--- config.mk ---
export PLATFORM = sky130hd
export DESIGN_NAME = denise_sprite_engine
export DESIGN_NICKNAME = d
export VERILOG_FILES = /design/src/rtl/denise_spr_pkg.sv /design/src/rtl/denise_sprite_channel.sv /design/src/rtl/denise_sprite_engine.sv
export SDC_FILE = /design/constraint.sdc
export NUM_CORES = 2
export LEC_CHECK = 0
export CAP_MARGIN = 20
export CORE_UTILIZATION = 30
export CTS_CLUSTER_DIAMETER = 200
export DETAILED_ROUTE_END_ITERATION = 10
export PLACE_DENSITY = 0.5
export SYNTH_ARGS = -nofsm -noshare
export SYNTH_HDL_FRONTEND = slang
export SYNTH_HIERARCHICAL = 1
export SYNTH_SLANG_ARGS = --single-unit
--- constraint.sdc ---
create_clock -name clk -period 7.7 [get_ports clk]
set_input_delay 1.925 -clock clk [delete_from_list [all_inputs] [get_ports clk]]
set_output_delay 1.925 -clock clk [all_outputs]
set_load 0.01 [all_outputs]
--- src/rtl/denise_spr_pkg.sv ---
// rtl/denise_spr_pkg.sv - register map, fetch-width encodings and channel state for the sprite engine
// Shared by denise_sprite_channel and denise_sprite_engine.
//   SPR_BANK   : reg_address_in[7:5] value selecting the sprite register bank (9'h140..9'h17E)
//   REG_*      : per-channel register offsets in reg_address_in[1:0]
//   SPRW_*     : sprw fetch-width encodings
//   width()    : fetch width in bits for a sprw code, clamped to the widest supported fetch
//   clx_index(): bit position of collision flag (i,j), i<j, in the packed pair-collision vector
package denise_spr_pkg;

    localparam logic [2:0] SPR_BANK = 3'b101;

    localparam logic [1:0] REG_POS  = 2'd0;
    localparam logic [1:0] REG_CTL  = 2'd1;
    localparam logic [1:0] REG_DATA = 2'd2;
    localparam logic [1:0] REG_DATB = 2'd3;

    localparam logic [1:0] SPRW_16  = 2'b00;
    localparam logic [1:0] SPRW_16B = 2'b01;
    localparam logic [1:0] SPRW_32  = 2'b10;
    localparam logic [1:0] SPRW_64  = 2'b11;

    typedef enum logic [1:0] {
        DISARMED = 2'd0,
        ARMED    = 2'd1,
        SHIFT    = 2'd2
    } chan_state_t;

    function automatic logic [6:0] width(input logic [1:0] sprw, input int maxw);
        logic [6:0] w;
        case (sprw)
            SPRW_16, SPRW_16B: w = 7'd16;
            SPRW_32:           w = 7'd32;
            SPRW_64:           w = 7'd64;
            default:           w = 7'd16;
        endcase
        if (int'(w) > maxw) begin
            w = 7'(maxw);
        end
        return w;
    endfunction

    // Flags are packed in the order (0,1),(0,2)..(0,n-1),(1,2)..
    function automatic int clx_index(input int i, input int j, input int n);
        return i * n - (i * (i + 1)) / 2 + (j - i - 1);
    endfunction

endpackage

--- src/rtl/denise_sprite_channel.sv ---
// rtl/denise_sprite_channel.sv - one sprite channel: register decode, holding regs, shifters and arm FSM
// Ports:
//   clk, reset            : clock, synchronous active-high reset
//   clk7_en, shift_en     : 7MHz state enable, pixel shift strobe
//   reg_address_in        : register address [8:1]; a match on this channel's slot is a write
//   data_in, chip48       : bus word plus extra fetch bits, concatenated for wide fetches
//   hpos                  : beam position compared against HSTART
//   sprw                  : fetch width code
//   pixel                 : {DATB msb, DATA msb} while shifting, else 0
//   attach                : CTL[7]
module denise_sprite_channel
    import denise_spr_pkg::*;
#(
    parameter int CHAN   = 0,
    parameter int MAXW   = 64,
    parameter int HPOS_W = 9
) (
    input  logic              clk,
    input  logic              reset,
    input  logic              clk7_en,
    input  logic              shift_en,
    input  logic [7:0]        reg_address_in,
    input  logic [15:0]       data_in,
    input  logic [47:0]       chip48,
    input  logic [HPOS_W-1:0] hpos,
    input  logic [1:0]        sprw,
    output logic [1:0]        pixel,
    output logic              attach
);

    chan_state_t       state_q, state_d;
    logic              keep_arm_q, keep_arm_d;
    logic [7:0]        pos_q;
    logic              ctl0_q;
    logic              attach_q;
    logic [MAXW-1:0]   hold_a_q, hold_b_q;
    logic [MAXW-1:0]   shf_a_q, shf_b_q;
    logic [MAXW-1:0]   hold_new, mask;
    logic [6:0]        bitcnt_q, w;
    logic [63:0]       bus_word;
    logic [HPOS_W-1:0] hstart;
    logic              sel, wr_pos, wr_ctl, wr_data, wr_datb;
    logic              arm_now, arm_eff, load, shift, last;

    assign sel     = clk7_en && (reg_address_in[7:5] == SPR_BANK) && (reg_address_in[4:2] == 3'(CHAN));
    assign wr_pos  = sel && (reg_address_in[1:0] == REG_POS);
    assign wr_ctl  = sel && (reg_address_in[1:0] == REG_CTL);
    assign wr_data = sel && (reg_address_in[1:0] == REG_DATA);
    assign wr_datb = sel && (reg_address_in[1:0] == REG_DATB);

    assign w        = width(sprw, MAXW);
    assign bus_word = {data_in, chip48};

    // Keep only the top w bits of the fetch so narrow sprites shift out zeros past their end.
    always_comb begin
        mask = '0;
        for (int i = 0; i < MAXW; i++) begin
            mask[i] = (i >= MAXW - int'(w));
        end
    end

    assign hold_new = bus_word[63 -: MAXW] & mask;
    assign hstart   = HPOS_W'({pos_q, ctl0_q});
    assign attach   = attach_q;
    assign pixel    = (state_q == SHIFT) ? {shf_b_q[MAXW-1], shf_a_q[MAXW-1]} : 2'b00;

    // keep_arm records whether the channel returns to ARMED when the current sprite ends;
    // a CTL write mid-shift clears it so the sprite finishes but does not retrigger.
    always_comb begin
        arm_now = (state_q == ARMED) || ((state_q == SHIFT) && keep_arm_q);
        arm_eff = arm_now;
        if (wr_data) begin
            arm_eff = 1'b1;
        end else if (wr_ctl) begin
            arm_eff = 1'b0;
        end
        load       = clk7_en && arm_eff && (hpos == hstart);
        shift      = clk7_en && (state_q == SHIFT) && shift_en && !load;
        last       = shift && (bitcnt_q == 7'd1);
        state_d    = state_q;
        keep_arm_d = keep_arm_q;
        if (clk7_en) begin
            keep_arm_d = arm_eff;
            if (load) begin
                state_d = SHIFT;
            end else if (state_q == SHIFT) begin
                if (last) begin
                    state_d = arm_eff ? ARMED : DISARMED;
                end
            end else begin
                state_d = arm_eff ? ARMED : DISARMED;
            end
        end
    end

    always_ff @(posedge clk) begin
        if (reset) begin
            state_q    <= DISARMED;
            keep_arm_q <= 1'b0;
        end else begin
            state_q    <= state_d;
            keep_arm_q <= keep_arm_d;
        end
    end

    // A DATA/DATB write coinciding with the HSTART match loads the new word directly.
    always_ff @(posedge clk) begin
        if (reset) begin
            pos_q    <= '0;
            ctl0_q   <= 1'b0;
            attach_q <= 1'b0;
            hold_a_q <= '0;
            hold_b_q <= '0;
            shf_a_q  <= '0;
            shf_b_q  <= '0;
            bitcnt_q <= '0;
        end else begin
            if (wr_pos) begin
                pos_q <= data_in[7:0];
            end
            if (wr_ctl) begin
                ctl0_q   <= data_in[0];
                attach_q <= data_in[7];
            end
            if (wr_data) begin
                hold_a_q <= hold_new;
            end
            if (wr_datb) begin
                hold_b_q <= hold_new;
            end
            if (load) begin
                shf_a_q  <= wr_data ? hold_new : hold_a_q;
                shf_b_q  <= wr_datb ? hold_new : hold_b_q;
                bitcnt_q <= w;
            end else if (shift) begin
                shf_a_q  <= shf_a_q << 1;
                shf_b_q  <= shf_b_q << 1;
                bitcnt_q <= bitcnt_q - 7'd1;
            end
        end
    end

endmodule

--- src/rtl/denise_sprite_engine.sv ---
// rtl/denise_sprite_engine.sv - sprite engine: channel array, pair priority, attach and pair collisions
// Ports:
//   clk, reset            : clock, synchronous active-high reset
//   clk7_en, shift_en     : 7MHz state enable, pixel shift strobe
//   reg_address_in        : register address [8:1]
//   data_in, chip48       : bus word and extra fetch bits
//   hpos                  : horizontal beam position
//   sprw, aga, sprena     : fetch width, AGA attach rule, global sprite enable
//   esprm, osprm          : even/odd colour bank bits
//   clx_clr               : clear collision flags
//   sprdata               : registered colour index of the winning sprite pixel
//   nsprite               : registered per-channel opaque flags
//   sprclx                : sticky pair-to-pair collision flags
module denise_sprite_engine
    import denise_spr_pkg::*;
#(
    parameter int  NUM_PAIRS = 4,
    parameter int  MAXW      = 64,
    parameter int  HPOS_W    = 9,
    localparam int NCH       = 2 * NUM_PAIRS,
    localparam int CLX_W     = (NUM_PAIRS > 1) ? NUM_PAIRS * (NUM_PAIRS - 1) / 2 : 1
) (
    input  logic              clk,
    input  logic              reset,
    input  logic              clk7_en,
    input  logic              shift_en,
    input  logic [7:0]        reg_address_in,
    input  logic [15:0]       data_in,
    input  logic [47:0]       chip48,
    input  logic [HPOS_W-1:0] hpos,
    input  logic [1:0]        sprw,
    input  logic              aga,
    input  logic              sprena,
    input  logic [3:0]        esprm,
    input  logic [3:0]        osprm,
    input  logic              clx_clr,
    output logic [7:0]        sprdata,
    output logic [NCH-1:0]    nsprite,
    output logic [CLX_W-1:0]  sprclx
);

    logic [1:0]           pix [NCH];
    logic [NCH-1:0]       att;
    logic [NUM_PAIRS-1:0] pair_hit;
    logic [CLX_W-1:0]     clx_set;
    logic [NCH-1:0]       nspr_d;
    logic [7:0]           sprdata_d;
    logic                 found;

    for (genvar n = 0; n < NCH; n++) begin : g_chan
        denise_sprite_channel #(
            .CHAN   (n),
            .MAXW   (MAXW),
            .HPOS_W (HPOS_W)
        ) u_chan (
            .clk            (clk),
            .reset          (reset),
            .clk7_en        (clk7_en),
            .shift_en       (shift_en),
            .reg_address_in (reg_address_in),
            .data_in        (data_in),
            .chip48         (chip48),
            .hpos           (hpos),
            .sprw           (sprw),
            .pixel          (pix[n]),
            .attach         (att[n])
        );
    end

    // Collisions use raw pair pixels, independent of the output enable.
    for (genvar p = 0; p < NUM_PAIRS; p++) begin : g_pair
        assign pair_hit[p] = (pix[2*p] != 2'b00) || (pix[2*p+1] != 2'b00);
    end

    if (NUM_PAIRS == 1) begin : g_no_clx
        assign clx_set = '0;
    end else begin : g_clx
        for (genvar i = 0; i < NUM_PAIRS; i++) begin : g_i
            for (genvar j = i + 1; j < NUM_PAIRS; j++) begin : g_j
                assign clx_set[clx_index(i, j, NUM_PAIRS)] = pair_hit[i] && pair_hit[j];
            end
        end
    end

    // Lowest-numbered pair with a visible pixel wins; within it an attached pair
    // forms a 4-bit colour, otherwise the even channel beats the odd one.
    always_comb begin
        nspr_d    = '0;
        sprdata_d = 8'h00;
        found     = 1'b0;
        for (int n = 0; n < NCH; n++) begin
            nspr_d[n] = sprena && (pix[n] != 2'b00);
        end
        for (int p = 0; p < NUM_PAIRS; p++) begin
            if (!found && (nspr_d[2*p] || nspr_d[2*p+1])) begin
                found = 1'b1;
                if (att[2*p+1] || (!aga && att[2*p])) begin
                    sprdata_d = {osprm, pix[2*p+1], pix[2*p]};
                end else if (pix[2*p] != 2'b00) begin
                    sprdata_d = {esprm, 2'(p), pix[2*p]};
                end else begin
                    sprdata_d = {osprm, 2'(p), pix[2*p+1]};
                end
            end
        end
    end

    always_ff @(posedge clk) begin
        if (reset) begin
            sprdata <= 8'h00;
            nsprite <= '0;
            sprclx  <= '0;
        end else if (clk7_en) begin
            sprdata <= sprdata_d;
            nsprite <= nspr_d;
            sprclx  <= clx_clr ? '0 : (sprclx | clx_set);
        end
    end

endmodule

==> metrics.txt <==
status complete, no violations; RSZ-0062 raised after global routing false; std cell rows 208; Initial DRC Count 4643; TNS Setup 0 ns; Initial Util 30.1%; element type at the critical path end flip-flop; Post-CTS Resized 0; CTS root buffer clkbuf_16; Period minus WS final 4.98 ns; syn nets 10630; met2 Use GR 30.7%; combinational family with the most area after synthesis multiplexers; max-cap viol count 0; Comb pwr share 2.8%; M1 GR Usage 22.1%; FMAX 201 MHz; # H-tree levels 4; # DRC 0; placed cell count 14263; Avg Inst Size Synth 9.19 um^2; number of synthesized flops with an enable pin 0; ys async rst share 0%; cell chain of the critical path clkdlybuf4s50_1 -> xnor2_1 -> nand4_1 -> nor4_1 -> o211a_4 -> buf_12 -> mux2_2; die area 0.324 mm^2; critical path type input pin to flip-flop; clock share of power 49.4%; max-slew violation count 0; number of vias per cell 4.92; Arr. time, crit path 5.73 ns; postcts setup bufs 0; Total GRT Usage 17.5%; worst vdd ir 0.204 mV; sequential-to-total area share from yosys stat 46.2%; # hold bufs at CTS 0; Required @ worst endpoint 8.45 ns; Worst Skew 0.0880 ns; final wirelength 294000 um; fraction of the mapped netlist area in adder cells 0.207%; drt wl/cell 20.0 um; sw frac 22.6%; Flop pwr share 47.7%; synthesized instance count 10516; Synth Area in Compound Gates 6.70%; period utilization 64.7%; # setup viols final 0; most crowded layer after global routing met2; largest net degree at the start of global routing 250; global-route wire length before repair 444000 um; post-synthesis cell type count 82; Relative slew margins 19.9%; Core ar. 0.321 mm^2; total gr overflow 0; Yosys reg bits 2230; antenna viol nets, final 0; slowest cell delay on critical path 0.87 ns; initial antenna violation count 45; Die Ht 570 um; endpoints failing hold 0; vias in the first global route 71712; Netlist Area Pre-Place 0.0966 mm^2; Slowest cell on crit path o211a_4; placer congestion estimate 0.846; mux cell area share after synthesis 23.9%; synth warn 6; Psw 5.46 mW; Vias 72437; post-synthesis xor/xnor area fraction 1.09%; Post-Synth Simple-Gate Area 17.7%; Worst setup SP type input pin; fin cells 14714; fin nets 10318; P_leak 42.1 nW; Cell Int Power 18.7 mW; CP Max Fanout 42; TritonCTS clock tree done; Worst-Skew Late Latency 0.91 ns; share of layout cells above drive strength 1 14.0%; Port-buffer cells 119; Sink Count 2230; boundary pin count 120; DPL Wire Length 169000 um; Pwr Density 221 mW/mm^2; worst-margin pin slew 1.20 ns; worst hold path class flip-flop to flip-flop; Layout area overhead 13.0%; First-pass DRT Iterations 5; layout filler cell count 32684; Max Buffers Root-to-Sink 4; TritonCTS buffer count 243; Global Route met3 Usage 1.86%; DIE WIDTH 570 um; ys flop type dfxtp_1; Worst-path clk slew 0.06 ns
-- state kept, by name, summed over array words and instances (netlist names), 16 cells and up --
name	count
g_chan.u_chan/bitcnt_q	56
g_chan.u_chan/hold_b_q	512
g_chan.u_chan/pos_q	64
g_chan.u_chan/state_q	16
g_chan.u_chan/shf_b_q	512
g_chan.u_chan/hold_a_q	512
g_chan.u_chan/shf_a_q	512
-- worst paths after layout --
| path | start | endpoint | slack [ns] | cells past startpoint |
|---|---|---|---|---|
| worst max-delay path | hpos[6] | g_chan[2].u_chan/bitcnt_q[5]$_SDFFE_PP0P_ | 2.72 | 7 |
| worst min-delay path | g_chan[5].u_chan/pos_q[2]$_SDFFE_PP0P_ | g_chan[5].u_chan/pos_q[2]$_SDFFE_PP0P_ | 0.47 | 2 |
| worst max register to register | g_chan[2].u_chan/pos_q[6]$_SDFFE_PP0P_ | g_chan[2].u_chan/bitcnt_q[5]$_SDFFE_PP0P_ | 4.20 | 6 |
| worst min register to register | g_chan[5].u_chan/pos_q[2]$_SDFFE_PP0P_ | g_chan[5].u_chan/pos_q[2]$_SDFFE_PP0P_ | 0.47 | 2 |
-- worst max-delay path, delay by kind of cell --
kind / cells / cell delay (ns)
buffers and inverters: 2 / 1.15
AO/OA/AOI/OAI: 1 / 0.87
XOR/XNOR: 1 / 0.18
multiplexers: 1 / 0.37
AND/OR/NAND/NOR: 2 / 1.01
-- stage by stage --
step	power (mW)	instance area, um^2	utilization, %	hold slack (ns)	setup WS (ns)
final	24.2	109000	34.1	0.466	2.72
after floorplan	12.1	96600	-	0.429	3.93
after CTS	24.5	109000	34.1	0.468	2.81
after detailed placement	12.5	101000	31.5	0.458	1.86
after global routing	25.0	109000	34.1	0.492	2.77
after global placement	12.5	101000	31.5	0.447	1.85
-- synthesized netlist by cell type (92+ instances only) --
library cell,instances,area share (%)
xnor2_1,92,0.83
mux2_2,691,8.1
mux2_1,190,2.2
nand2_1,2146,8.3
clkbuf_1,469,1.8
mux2i_1,1064,11
buf_2,153,0.79
and3_1,268,1.7
nor2_1,1117,4.3
and2_1,146,0.95
a21oi_1,1090,5.6
dfxtp_1,2230,46
mux2_4,167,2.6
-- cell families after synthesis --
| logic type | after synthesis |
|---|---|
| compound gates | 1213 |
| xor+xnor | 120 |
| fa+ha+maj | 16 |
| buf+inv | 843 |
| flops | 2230 |
| mux | 2112 |
| simple gates | 3982 |
-- power by group through the flow --
stage	clock network, mW	logic, mW	registers (mW)
3_5_place_dp	0	0.689	11.8
4_1_cts	12.3	0.691	11.5
6_report	12.0	0.686	11.5
2_1_floorplan	0	0.341	11.8
3_3_place_gp	0	0.682	11.8
5_1_grt	12.8	0.729	11.5
-- cell type report --
type	instances	area [um^2]	share of cell area (%)
Tap cell	4305	5390	4.93
Clock inverter	73	980	0.897
Timing Repair Buffer	238	2680	2.45
Clock buffer	365	7230	6.62
Multi-Input combinational cell	7443	48100	44.0
Antenna cell	12	30.0	0.0275
Sequential cell	2230	44600	40.9
Inverter	48	180	0.165
-- layer usage --
| metal | up-vias | part of all wire (%) |
|---|---|---|
| met5 | - | 0 |
| met2 | 1584 | 49 |
| met3 | 411 | 4.0 |
| met4 | 0 | 3.5 |
| li1 | 34802 | - |
| met1 | 35640 | 44 |
-- cells in the final DEF (no fill, tap or decap), types with 21 or more instances in the layout --
cell                n
a21oi_1          1090
and2_1            146
and3_1            266
buf_12             46
buf_4              72
clkbuf_1           54
clkbuf_16         244
clkbuf_8           68
clkdlybuf4s50_1   111
clkinv_2           35
dfxtp_1          2230
inv_1              46
mux2_1            190
mux2_2            691
mux2_4            167
mux2i_1          1064
nand2_1          2146
nand2b_1           21
nand3_1            48
nand4_1            24
nor2_1           1117
nor3_1             42
nor4_1             33
xnor2_1            92
xor2_1             28
Note: power is estimated with default switching activity, not from simulation.
